===== src/rtl/vc_input_arbiter_pkg.sv =====
// =====================================================================
// vc_input_arbiter_pkg -- shared defaults, FSM encoding, flit record.
// Rev 1.0
// =====================================================================
`default_nettype none

package vc_input_arbiter_pkg;

  localparam int FLIT_W_DEF = 32;
  localparam int DEPTH_DEF  = 4;

  typedef enum logic [1:0] {
    ST_IDLE  = 2'd0,
    ST_LOCK0 = 2'd1,
    ST_LOCK1 = 2'd2
  } arb_state_t;

  typedef struct packed {
    logic head;
    logic tail;
  } flit_flags_t;

  typedef struct packed {
    logic [FLIT_W_DEF-1:0] payload;
    logic                  head;
    logic                  tail;
  } flit_t;

endpackage

`default_nettype wire


===== src/rtl/vc_input_arbiter_if.sv =====
// =====================================================================
// vc_input_arbiter_if -- two VC input ports, output handshake, err flag.
// Rev 1.0
// =====================================================================
`default_nettype none

interface vc_input_arbiter_if
  import vc_input_arbiter_pkg::*;
#(
  parameter int FLIT_W = FLIT_W_DEF
);
  logic              in0_valid;
  logic [FLIT_W-1:0] in0_flit;
  logic              in0_head;
  logic              in0_tail;
  logic              in0_ready;
  logic              in1_valid;
  logic [FLIT_W-1:0] in1_flit;
  logic              in1_head;
  logic              in1_tail;
  logic              in1_ready;
  logic [FLIT_W-1:0] vc0_flit;
  logic [FLIT_W-1:0] vc1_flit;
  logic              sel;
  logic              out_valid;
  logic              out_head;
  logic              out_tail;
  logic              out_ready;
  logic              err;

  modport master (
    output in0_valid, in0_flit, in0_head, in0_tail,
    output in1_valid, in1_flit, in1_head, in1_tail,
    output out_ready,
    input  in0_ready, in1_ready, vc0_flit, vc1_flit,
    input  sel, out_valid, out_head, out_tail, err
  );

  modport slave (
    input  in0_valid, in0_flit, in0_head, in0_tail,
    input  in1_valid, in1_flit, in1_head, in1_tail,
    input  out_ready,
    output in0_ready, in1_ready, vc0_flit, vc1_flit,
    output sel, out_valid, out_head, out_tail, err
  );

endinterface

`default_nettype wire


===== src/rtl/vc_input_arbiter_vc_fifo.sv =====
// =====================================================================
// vc_fifo -- per-VC synchronous flit FIFO; head reads as zero when empty.
// Rev 1.0
// =====================================================================
`default_nettype none

module vc_fifo
  import vc_input_arbiter_pkg::*;
#(
  parameter int FLIT_W = FLIT_W_DEF,
  parameter int DEPTH  = DEPTH_DEF
) (
  input  logic              clk,
  input  logic              rst_n,
  input  logic              push,
  input  logic [FLIT_W-1:0] push_payload,
  input  flit_flags_t       push_flags,
  input  logic              pop,
  output logic              full,
  output logic              empty,
  output logic [FLIT_W-1:0] head_payload,
  output flit_flags_t       head_flags
);

  localparam int AW = (DEPTH > 1) ? $clog2(DEPTH) : 1;
  localparam int CW = AW + 1;
  localparam logic [CW-1:0] FULL_CNT = CW'(DEPTH);

  logic [FLIT_W-1:0] r_payload [DEPTH];
  flit_flags_t       r_flags   [DEPTH];
  logic [AW-1:0]     r_wr_ptr;
  logic [AW-1:0]     r_rd_ptr;
  logic [CW-1:0]     r_count;
  logic              w_do_push;
  logic              w_do_pop;

  assign full      = (r_count == FULL_CNT);
  assign empty     = (r_count == '0);
  assign w_do_push = push && !full;
  assign w_do_pop  = pop && !empty;

  always_ff @(posedge clk) begin
    if (w_do_push) begin
      r_payload[r_wr_ptr] <= push_payload;
      r_flags[r_wr_ptr]   <= push_flags;
    end
  end

  // DEPTH is a power of two, so pointers wrap naturally
  always_ff @(posedge clk or negedge rst_n) begin
    if (!rst_n) begin
      r_wr_ptr <= '0;
      r_rd_ptr <= '0;
      r_count  <= '0;
    end else begin
      if (w_do_push) r_wr_ptr <= r_wr_ptr + 1'b1;
      if (w_do_pop)  r_rd_ptr <= r_rd_ptr + 1'b1;
      case ({w_do_push, w_do_pop})
        2'b10:   r_count <= r_count + 1'b1;
        2'b01:   r_count <= r_count - 1'b1;
        default: r_count <= r_count;
      endcase
    end
  end

  assign head_payload = empty ? '0 : r_payload[r_rd_ptr];
  assign head_flags   = empty ? '0 : r_flags[r_rd_ptr];

endmodule

`default_nettype wire


===== src/rtl/vc_input_arbiter.sv =====
// =====================================================================
// vc_input_arbiter -- two-VC wormhole input arbiter with round-robin grant.
// Rev 1.0
// =====================================================================
`default_nettype none

module vc_input_arbiter
  import vc_input_arbiter_pkg::*;
#(
  parameter int FLIT_W = FLIT_W_DEF,
  parameter int DEPTH  = DEPTH_DEF
) (
  input  logic             clk,
  input  logic             rst_n,
  vc_input_arbiter_if.slave bus
);

  arb_state_t        r_state;
  arb_state_t        w_state_nxt;
  logic              r_sel;
  logic              w_sel_nxt;
  logic              r_rr;
  logic              w_rr_nxt;
  logic              r_err;
  logic              w_err_nxt;
  logic              r_live;

  logic              w_full0, w_full1;
  logic              w_empty0, w_empty1;
  logic [FLIT_W-1:0] w_pl0, w_pl1;
  flit_flags_t       w_fl0, w_fl1;
  logic              w_pop0, w_pop1;
  logic              w_push0, w_push1;
  logic              w_hd0, w_hd1;
  logic              w_out_valid, w_out_head, w_out_tail;

  // ready stays low until the first edge after reset release
  always_ff @(posedge clk or negedge rst_n) begin
    if (!rst_n) r_live <= 1'b0;
    else        r_live <= 1'b1;
  end

  assign bus.in0_ready = r_live && !w_full0;
  assign bus.in1_ready = r_live && !w_full1;
  assign w_push0       = bus.in0_valid && bus.in0_ready;
  assign w_push1       = bus.in1_valid && bus.in1_ready;

  vc_fifo #(.FLIT_W(FLIT_W), .DEPTH(DEPTH)) u_fifo0 (
    .clk          (clk),
    .rst_n        (rst_n),
    .push         (w_push0),
    .push_payload (bus.in0_flit),
    .push_flags   ({bus.in0_head, bus.in0_tail}),
    .pop          (w_pop0),
    .full         (w_full0),
    .empty        (w_empty0),
    .head_payload (w_pl0),
    .head_flags   (w_fl0)
  );

  vc_fifo #(.FLIT_W(FLIT_W), .DEPTH(DEPTH)) u_fifo1 (
    .clk          (clk),
    .rst_n        (rst_n),
    .push         (w_push1),
    .push_payload (bus.in1_flit),
    .push_flags   ({bus.in1_head, bus.in1_tail}),
    .pop          (w_pop1),
    .full         (w_full1),
    .empty        (w_empty1),
    .head_payload (w_pl1),
    .head_flags   (w_fl1)
  );

  assign w_hd0 = !w_empty0 && w_fl0.head;
  assign w_hd1 = !w_empty1 && w_fl1.head;

  always_ff @(posedge clk or negedge rst_n) begin
    if (!rst_n) begin
      r_state <= ST_IDLE;
      r_sel   <= 1'b0;
      r_rr    <= 1'b0;
      r_err   <= 1'b0;
    end else begin
      r_state <= w_state_nxt;
      r_sel   <= w_sel_nxt;
      r_rr    <= w_rr_nxt;
      r_err   <= w_err_nxt;
    end
  end

  always_comb begin
    w_state_nxt = r_state;
    w_sel_nxt   = r_sel;
    w_rr_nxt    = r_rr;
    w_err_nxt   = r_err;
    w_pop0      = 1'b0;
    w_pop1      = 1'b0;
    w_out_valid = 1'b0;
    w_out_head  = 1'b0;
    w_out_tail  = 1'b0;
    case (r_state)
      ST_IDLE: begin
        // orphan body flits at a FIFO head cannot start a packet: drop them
        if (!w_empty0 && !w_fl0.head) begin
          w_pop0    = 1'b1;
          w_err_nxt = 1'b1;
        end
        if (!w_empty1 && !w_fl1.head) begin
          w_pop1    = 1'b1;
          w_err_nxt = 1'b1;
        end
        if (w_hd0 && (!w_hd1 || !r_rr)) begin
          w_state_nxt = ST_LOCK0;
          w_sel_nxt   = 1'b0;
        end else if (w_hd1) begin
          w_state_nxt = ST_LOCK1;
          w_sel_nxt   = 1'b1;
        end
      end
      ST_LOCK0: begin
        w_out_valid = !w_empty0;
        w_out_head  = w_fl0.head;
        w_out_tail  = w_fl0.tail;
        w_pop0      = w_out_valid && bus.out_ready;
        if (w_pop0 && w_fl0.tail) begin
          w_state_nxt = ST_IDLE;
          w_rr_nxt    = 1'b1;
        end
      end
      ST_LOCK1: begin
        w_out_valid = !w_empty1;
        w_out_head  = w_fl1.head;
        w_out_tail  = w_fl1.tail;
        w_pop1      = w_out_valid && bus.out_ready;
        if (w_pop1 && w_fl1.tail) begin
          w_state_nxt = ST_IDLE;
          w_rr_nxt    = 1'b0;
        end
      end
      default: w_state_nxt = ST_IDLE;
    endcase
  end

  assign bus.vc0_flit  = w_pl0;
  assign bus.vc1_flit  = w_pl1;
  assign bus.sel       = r_sel;
  assign bus.out_valid = w_out_valid;
  assign bus.out_head  = w_out_head;
  assign bus.out_tail  = w_out_tail;
  assign bus.err       = r_err;

endmodule

`default_nettype wire


===== src/flat_wrapper.sv =====
// flat-port wrapper written by rule: the top's interface ports become plain ports
module vc_input_arbiter_flat import vc_input_arbiter_pkg::*;
#(
  parameter int FLIT_W = FLIT_W_DEF,
  parameter int DEPTH  = DEPTH_DEF
)
  (clk, rst_n, bus_in0_valid, bus_in0_flit, bus_in0_head, bus_in0_tail, bus_in1_valid, bus_in1_flit, bus_in1_head, bus_in1_tail, bus_out_ready, bus_in0_ready, bus_in1_ready, bus_vc0_flit, bus_vc1_flit, bus_sel, bus_out_valid, bus_out_head, bus_out_tail, bus_err);
  vc_input_arbiter_if #(.FLIT_W(FLIT_W)) bus_i ();
  input  logic clk;
  input  logic rst_n;
  input wire logic [$bits(bus_i.in0_valid)-1:0] bus_in0_valid;
  input wire logic [$bits(bus_i.in0_flit)-1:0] bus_in0_flit;
  input wire logic [$bits(bus_i.in0_head)-1:0] bus_in0_head;
  input wire logic [$bits(bus_i.in0_tail)-1:0] bus_in0_tail;
  input wire logic [$bits(bus_i.in1_valid)-1:0] bus_in1_valid;
  input wire logic [$bits(bus_i.in1_flit)-1:0] bus_in1_flit;
  input wire logic [$bits(bus_i.in1_head)-1:0] bus_in1_head;
  input wire logic [$bits(bus_i.in1_tail)-1:0] bus_in1_tail;
  input wire logic [$bits(bus_i.out_ready)-1:0] bus_out_ready;
  output wire logic [$bits(bus_i.in0_ready)-1:0] bus_in0_ready;
  output wire logic [$bits(bus_i.in1_ready)-1:0] bus_in1_ready;
  output wire logic [$bits(bus_i.vc0_flit)-1:0] bus_vc0_flit;
  output wire logic [$bits(bus_i.vc1_flit)-1:0] bus_vc1_flit;
  output wire logic [$bits(bus_i.sel)-1:0] bus_sel;
  output wire logic [$bits(bus_i.out_valid)-1:0] bus_out_valid;
  output wire logic [$bits(bus_i.out_head)-1:0] bus_out_head;
  output wire logic [$bits(bus_i.out_tail)-1:0] bus_out_tail;
  output wire logic [$bits(bus_i.err)-1:0] bus_err;
  assign bus_i.in0_valid = bus_in0_valid;
  assign bus_i.in0_flit = bus_in0_flit;
  assign bus_i.in0_head = bus_in0_head;
  assign bus_i.in0_tail = bus_in0_tail;
  assign bus_i.in1_valid = bus_in1_valid;
  assign bus_i.in1_flit = bus_in1_flit;
  assign bus_i.in1_head = bus_in1_head;
  assign bus_i.in1_tail = bus_in1_tail;
  assign bus_i.out_ready = bus_out_ready;
  assign bus_in0_ready = bus_i.in0_ready;
  assign bus_in1_ready = bus_i.in1_ready;
  assign bus_vc0_flit = bus_i.vc0_flit;
  assign bus_vc1_flit = bus_i.vc1_flit;
  assign bus_sel = bus_i.sel;
  assign bus_out_valid = bus_i.out_valid;
  assign bus_out_head = bus_i.out_head;
  assign bus_out_tail = bus_i.out_tail;
  assign bus_err = bus_i.err;
  vc_input_arbiter #(.FLIT_W(FLIT_W), .DEPTH(DEPTH)) u_core (.clk(clk), .rst_n(rst_n), .bus(bus_i));
endmodule

===== config.mk =====
export PLATFORM = sky130hd
export DESIGN_NAME = vc_input_arbiter_flat
export DESIGN_NICKNAME = d
export VERILOG_FILES = /design/src/rtl/vc_input_arbiter_pkg.sv /design/src/rtl/vc_input_arbiter_if.sv /design/src/rtl/vc_input_arbiter_vc_fifo.sv /design/src/rtl/vc_input_arbiter.sv /design/src/flat_wrapper.sv
export SDC_FILE = /design/constraint.sdc
export NUM_CORES = 1
export LEC_CHECK = 0
export ABC_AREA = 1
export CAP_MARGIN = 20
export CORE_UTILIZATION = 35
export CTS_BUF_LIST = sky130_fd_sc_hd__clkbuf_2
export DETAILED_ROUTE_END_ITERATION = 12
export GPL_TIMING_DRIVEN = 0
export PLACE_DENSITY = 0.64
export SYNTH_ARGS = -nofsm -noshare
export SYNTH_HDL_FRONTEND = slang
export SYNTH_SLANG_ARGS = --single-unit

===== constraint.sdc =====
create_clock -name clk -period 7.5 [get_ports clk]
set_input_delay 0.75 -clock clk [delete_from_list [all_inputs] [get_ports clk]]
set_output_delay 0.75 -clock clk [all_outputs]
set_load 0.05 [all_outputs]

==> metrics.md <==
| Metric | Value |
|---|---|
| Top routing layer in use | `met4` |
| Area of the die | `0.0344 sq mm` |
| Cell Pwr Density | `450 mW/mm^2` |
| Number of violations reported at the end of detailed-routing iteration 0 | `485` |
| Kind of start point of the critical path | `flop` |
| DP HPWL | `between 15000 and 20000 microns` |
| Mapped Nets | `1041` |
| Pin count of the biggest net entering global routing | `27` |
| Combinational Power Share | `between 50% and 60%` |
| Flops & latches, synth | `292` |
| Share of flip-flops with an asynchronous set or reset | `6.85%` |
| Leading cell type in the layout, fill and taps excluded | `sky130_fd_sc_hd__edfxtp_1` |
| Port Buffers | `143` |
| Final critical delay including setup and external delays | `3910 ps` |
| Total DRC errors in the routed layout | `0` |
| Cell type contributing the most total cell area after synthesis | `sky130_fd_sc_hd__edfxtp_1` |
| Maximum capacitance violations | `0` |
| Site Rows | `66` |
| Via-to-Cell Ratio | `4.71` |
| Antenna-violating nets left | `0` |
| Pre-CTS setup slack | `4340 ps` |
| Cell chosen for the clock root | `sky130_fd_sc_hd__clkbuf_2` |
| Routed length on met2 | `13700 microns` |
| Antenna violations before repair | `4` |
| Fraction of power consumed by the clock network | `16.1%` |
| Total count of max-transition violations in the final report | `0` |
| Count of cells resized by post-cts repair | `0` |
| CTS tree | `yes` |
| Proportion of power drawn by flip-flops and latches | `31.0%` |
| Final Wtd Congestion | `0.744` |
| Total clock buffers created by CTS | `74` |
| Starting density of the core | `35.9%` |
| Number of enable flip-flop cells after synthesis | `272` |
| Sinks on the clock net | `292` |
| Via count | `7895` |
| Global-route wire length before repair | `42000 microns` |
| Routed wire length | `27900 microns` |
| Critical path peak fanout | `10` |
| Crit end category | `output pin` |
| Yosys top cell area share | `roughly 70%` |
| RSZ-0062 raised after global routing | `false` |
| Ports | `144` |
| Min-Delay Path Class | `primary input to async pin` |
| Internal power | `3.52 mW` |
| Reported leakage power | `5.22 nW` |
| Maximum ir drop on the vdd rail | `0.253 mV` |
| Htree depth | `3` |
| Clock transition at path regs | `about 120 ps` |
| Slack of the critical path | `around 3600 ps` |
| Synthesized area per cell | `roughly 12 sq um` |
| Wl on met1 | `12400 microns` |
| Clock Path Buffers | `3` |
| Area of the core | `0.0329 sq mm` |
| # Post-CTS Setup Buffers | `0` |
| Post-route non-filler standard cell count | `1676` |
| Share of the cycle needed by the critical path after routing | `roughly 52%` |
| Commonest cells after routing, fill and taps aside | `sky130_fd_sc_hd__edfxtp_1, sky130_fd_sc_hd__nor2_1, sky130_fd_sc_hd__clkdlybuf4s50_1` |
| Achievable clock frequency | `0.256 GHz` |
| Worst-Margin Slew | `about 750 ps` |
| Clock Skews | `roughly 100 ps` |
| Total negative setup slack | `0 ps` |
| Final design utilization | `44.8%` |
| Switching part of the total power | `46.8%` |
| Total number of yosys warnings | `0` |
| Leading register cell type out of synthesis | `sky130_fd_sc_hd__edfxtp_1` |
| Share of cells above drive strength 1 | `14.8%` |
| Most area-consuming cells after synthesis | `sky130_fd_sc_hd__edfxtp_1, sky130_fd_sc_hd__nor2_1, sky130_fd_sc_hd__o21ai_0` |
| Wire per inst | `16.7 microns` |
| Synth cell types | `30` |
| Data arrival time at the worst-slack endpoint | `~3200 ps` |
| # nets final | `1269` |
| Post-Syn Area | `0.0118 sq mm` |
| Post-Synthesis Cells | `953` |
| Grt ovf | `0` |
| Die width | `approximately 190 microns` |
| Number of iterations in the first detailed-routing pass | `5` |
| Critical Setup Path Class | `flop to output pin` |
| Placed instance count | `between 1500 and 2000` |
| Number of global-route vias before repair | `7801` |
| Required @ worst endpoint | `6750 ps` |
| Share of the yosys chip area belonging to registers | `between 70% and 80%` |
| Status | `complete, no violations` |
| Hold-fix buffers, CTS | `0` |
| Net switching power figure | `3.10 mW` |
| Total routing resource utilization after global routing | `16.2%` |
| Met3 wirelength from detailed routing | `1280 microns` |
| Max-slew headroom at the worst pin | `approximately 50%` |
| Final-report setup violation count | `0` |
| Die outline height | `roughly 190 microns` |
| Hold Fails Final Rpt | `0` |
| Source-to-sink clock delay at the later pin of the worst-skew pair | `810 ps` |
| Relative area change from synthesis to final layout | `25.0%` |
[worst paths after layout]
| path | from | to | slack [ps] | cells after the start |
|---|---|---|---|---|
| min in group clk | u_core.u_fifo1.r_count[0] | u_core.u_fifo1.r_count[0] | 480 | 1 |
| max in group asynchronous | rst_n | u_core.u_fifo1.r_rd_ptr[1] | 6960 | 2 |
| max | u_core.u_fifo0.r_rd_ptr[1] | bus_vc0_flit[10] | 3590 | 7 |
| min reg2reg | u_core.u_fifo1.r_count[0] | u_core.u_fifo1.r_count[0] | 480 | 1 |
| max reg2reg | u_core.u_fifo1.r_count[0] | u_core.u_fifo1.r_payload[0][25] | 4960 | 5 |
| min | rst_n | u_core.bus.sel | 300 | 2 |
[cells by family after synthesis]
group                    share of synthesized area, %
AND/OR/NAND/NOR                                  11.7
flip-flops                                       73.6
XOR/XNOR                                        0.743
other                                          0.0318
buffers and inverters                            3.42
adder cells (fa/ha/maj)                          1.72
AO/OA/AOI/OAI                                    8.81
[power groups by stage]
| stage | logic (mW) | registers, mW | clock network [mW] |
|---|---|---|---|
| finish | 3.50 | 2.05 | 1.07 |
| global route | 3.77 | 2.07 | 1.18 |
| CTS | 3.55 | 2.05 | 1.10 |
| detailed placement | 3.53 | 2.09 | 0 |
| global placement | 3.44 | 2.10 | 0 |
| floorplan | 2.32 | 2.09 | 0 |
[sequential cells by signal (all words and copies together), names as in the netlist, 2 cells and up]
| signal | flops |
|---|---|
| u_core.u_fifo0.r_count | 3 |
| u_core.u_fifo1.r_flags | 8 |
| u_core.u_fifo1.r_count | 3 |
| u_core.u_fifo1.r_payload | 128 |
| u_core.r_state | 2 |
| u_core.u_fifo1.r_wr_ptr | 2 |
| u_core.u_fifo0.r_rd_ptr | 2 |
| u_core.u_fifo0.r_payload | 128 |
| u_core.u_fifo0.r_flags | 8 |
| u_core.u_fifo1.r_rd_ptr | 2 |
| u_core.u_fifo0.r_wr_ptr | 2 |
[synth_stat cells, types with 11 or more instances]
cell	n
sky130_fd_sc_hd__a21oi_1	72
sky130_fd_sc_hd__nand2_2	13
sky130_fd_sc_hd__ha_1	13
sky130_fd_sc_hd__nand3_1	11
sky130_fd_sc_hd__nor2_1	269
sky130_fd_sc_hd__nand2_1	31
sky130_fd_sc_hd__inv_1	32
sky130_fd_sc_hd__dfrtp_1	20
sky130_fd_sc_hd__edfxtp_1	272
sky130_fd_sc_hd__buf_2	13
sky130_fd_sc_hd__o21ai_0	132
sky130_fd_sc_hd__clkbuf_1	22
[per-stage QoR]
| step | instance area (sq um) | total power, mW | hold slack (ps) |
|---|---|---|---|
| 6_report | 14700 | 6.62 | 300 |
| 5_1_grt | 14700 | 7.02 | 230 |
| 4_1_cts | 14700 | 6.70 | 390 |
| 3_5_place_dp | 14000 | 5.62 | 464 |
| 3_3_place_gp | 13800 | 5.54 | 463 |
| 2_1_floorplan | 11800 | 4.41 | 446 |
[area by class of cell]
cell class                      count  area (sq um)
Multi-Input combinational cell    571          2770
Clock inverter                     15           115
Sequential cell                   292          8670
Antenna cell                        4          10.0
Fill cell                        3077         18100
Clock buffer                      110           551
Inverter                           40           158
Buffer                             50           245
Timing Repair Buffer              152          1660
Tap cell                          442           553
[per-layer routing]
layer	GRT usage, %	vias to the layer above
met1	21.3	3807
met5	0	-
met4	6.41	0
li1	-	3837
met3	3.19	46
met2	26.2	205
[worst max-delay path, cell delays in order (launching register included)]
cell and delay (ps):
sky130_fd_sc_hd__dfrtp_1 330, sky130_fd_sc_hd__buf_2 230, sky130_fd_sc_hd__inv_2 130, sky130_fd_sc_hd__clkbuf_1 320
sky130_fd_sc_hd__nor2_1 220, sky130_fd_sc_hd__o21ai_0 100, sky130_fd_sc_hd__a21oi_1 210, sky130_fd_sc_hd__clkdlybuf4s50_1 840
Power figures use the tool's default switching activity.
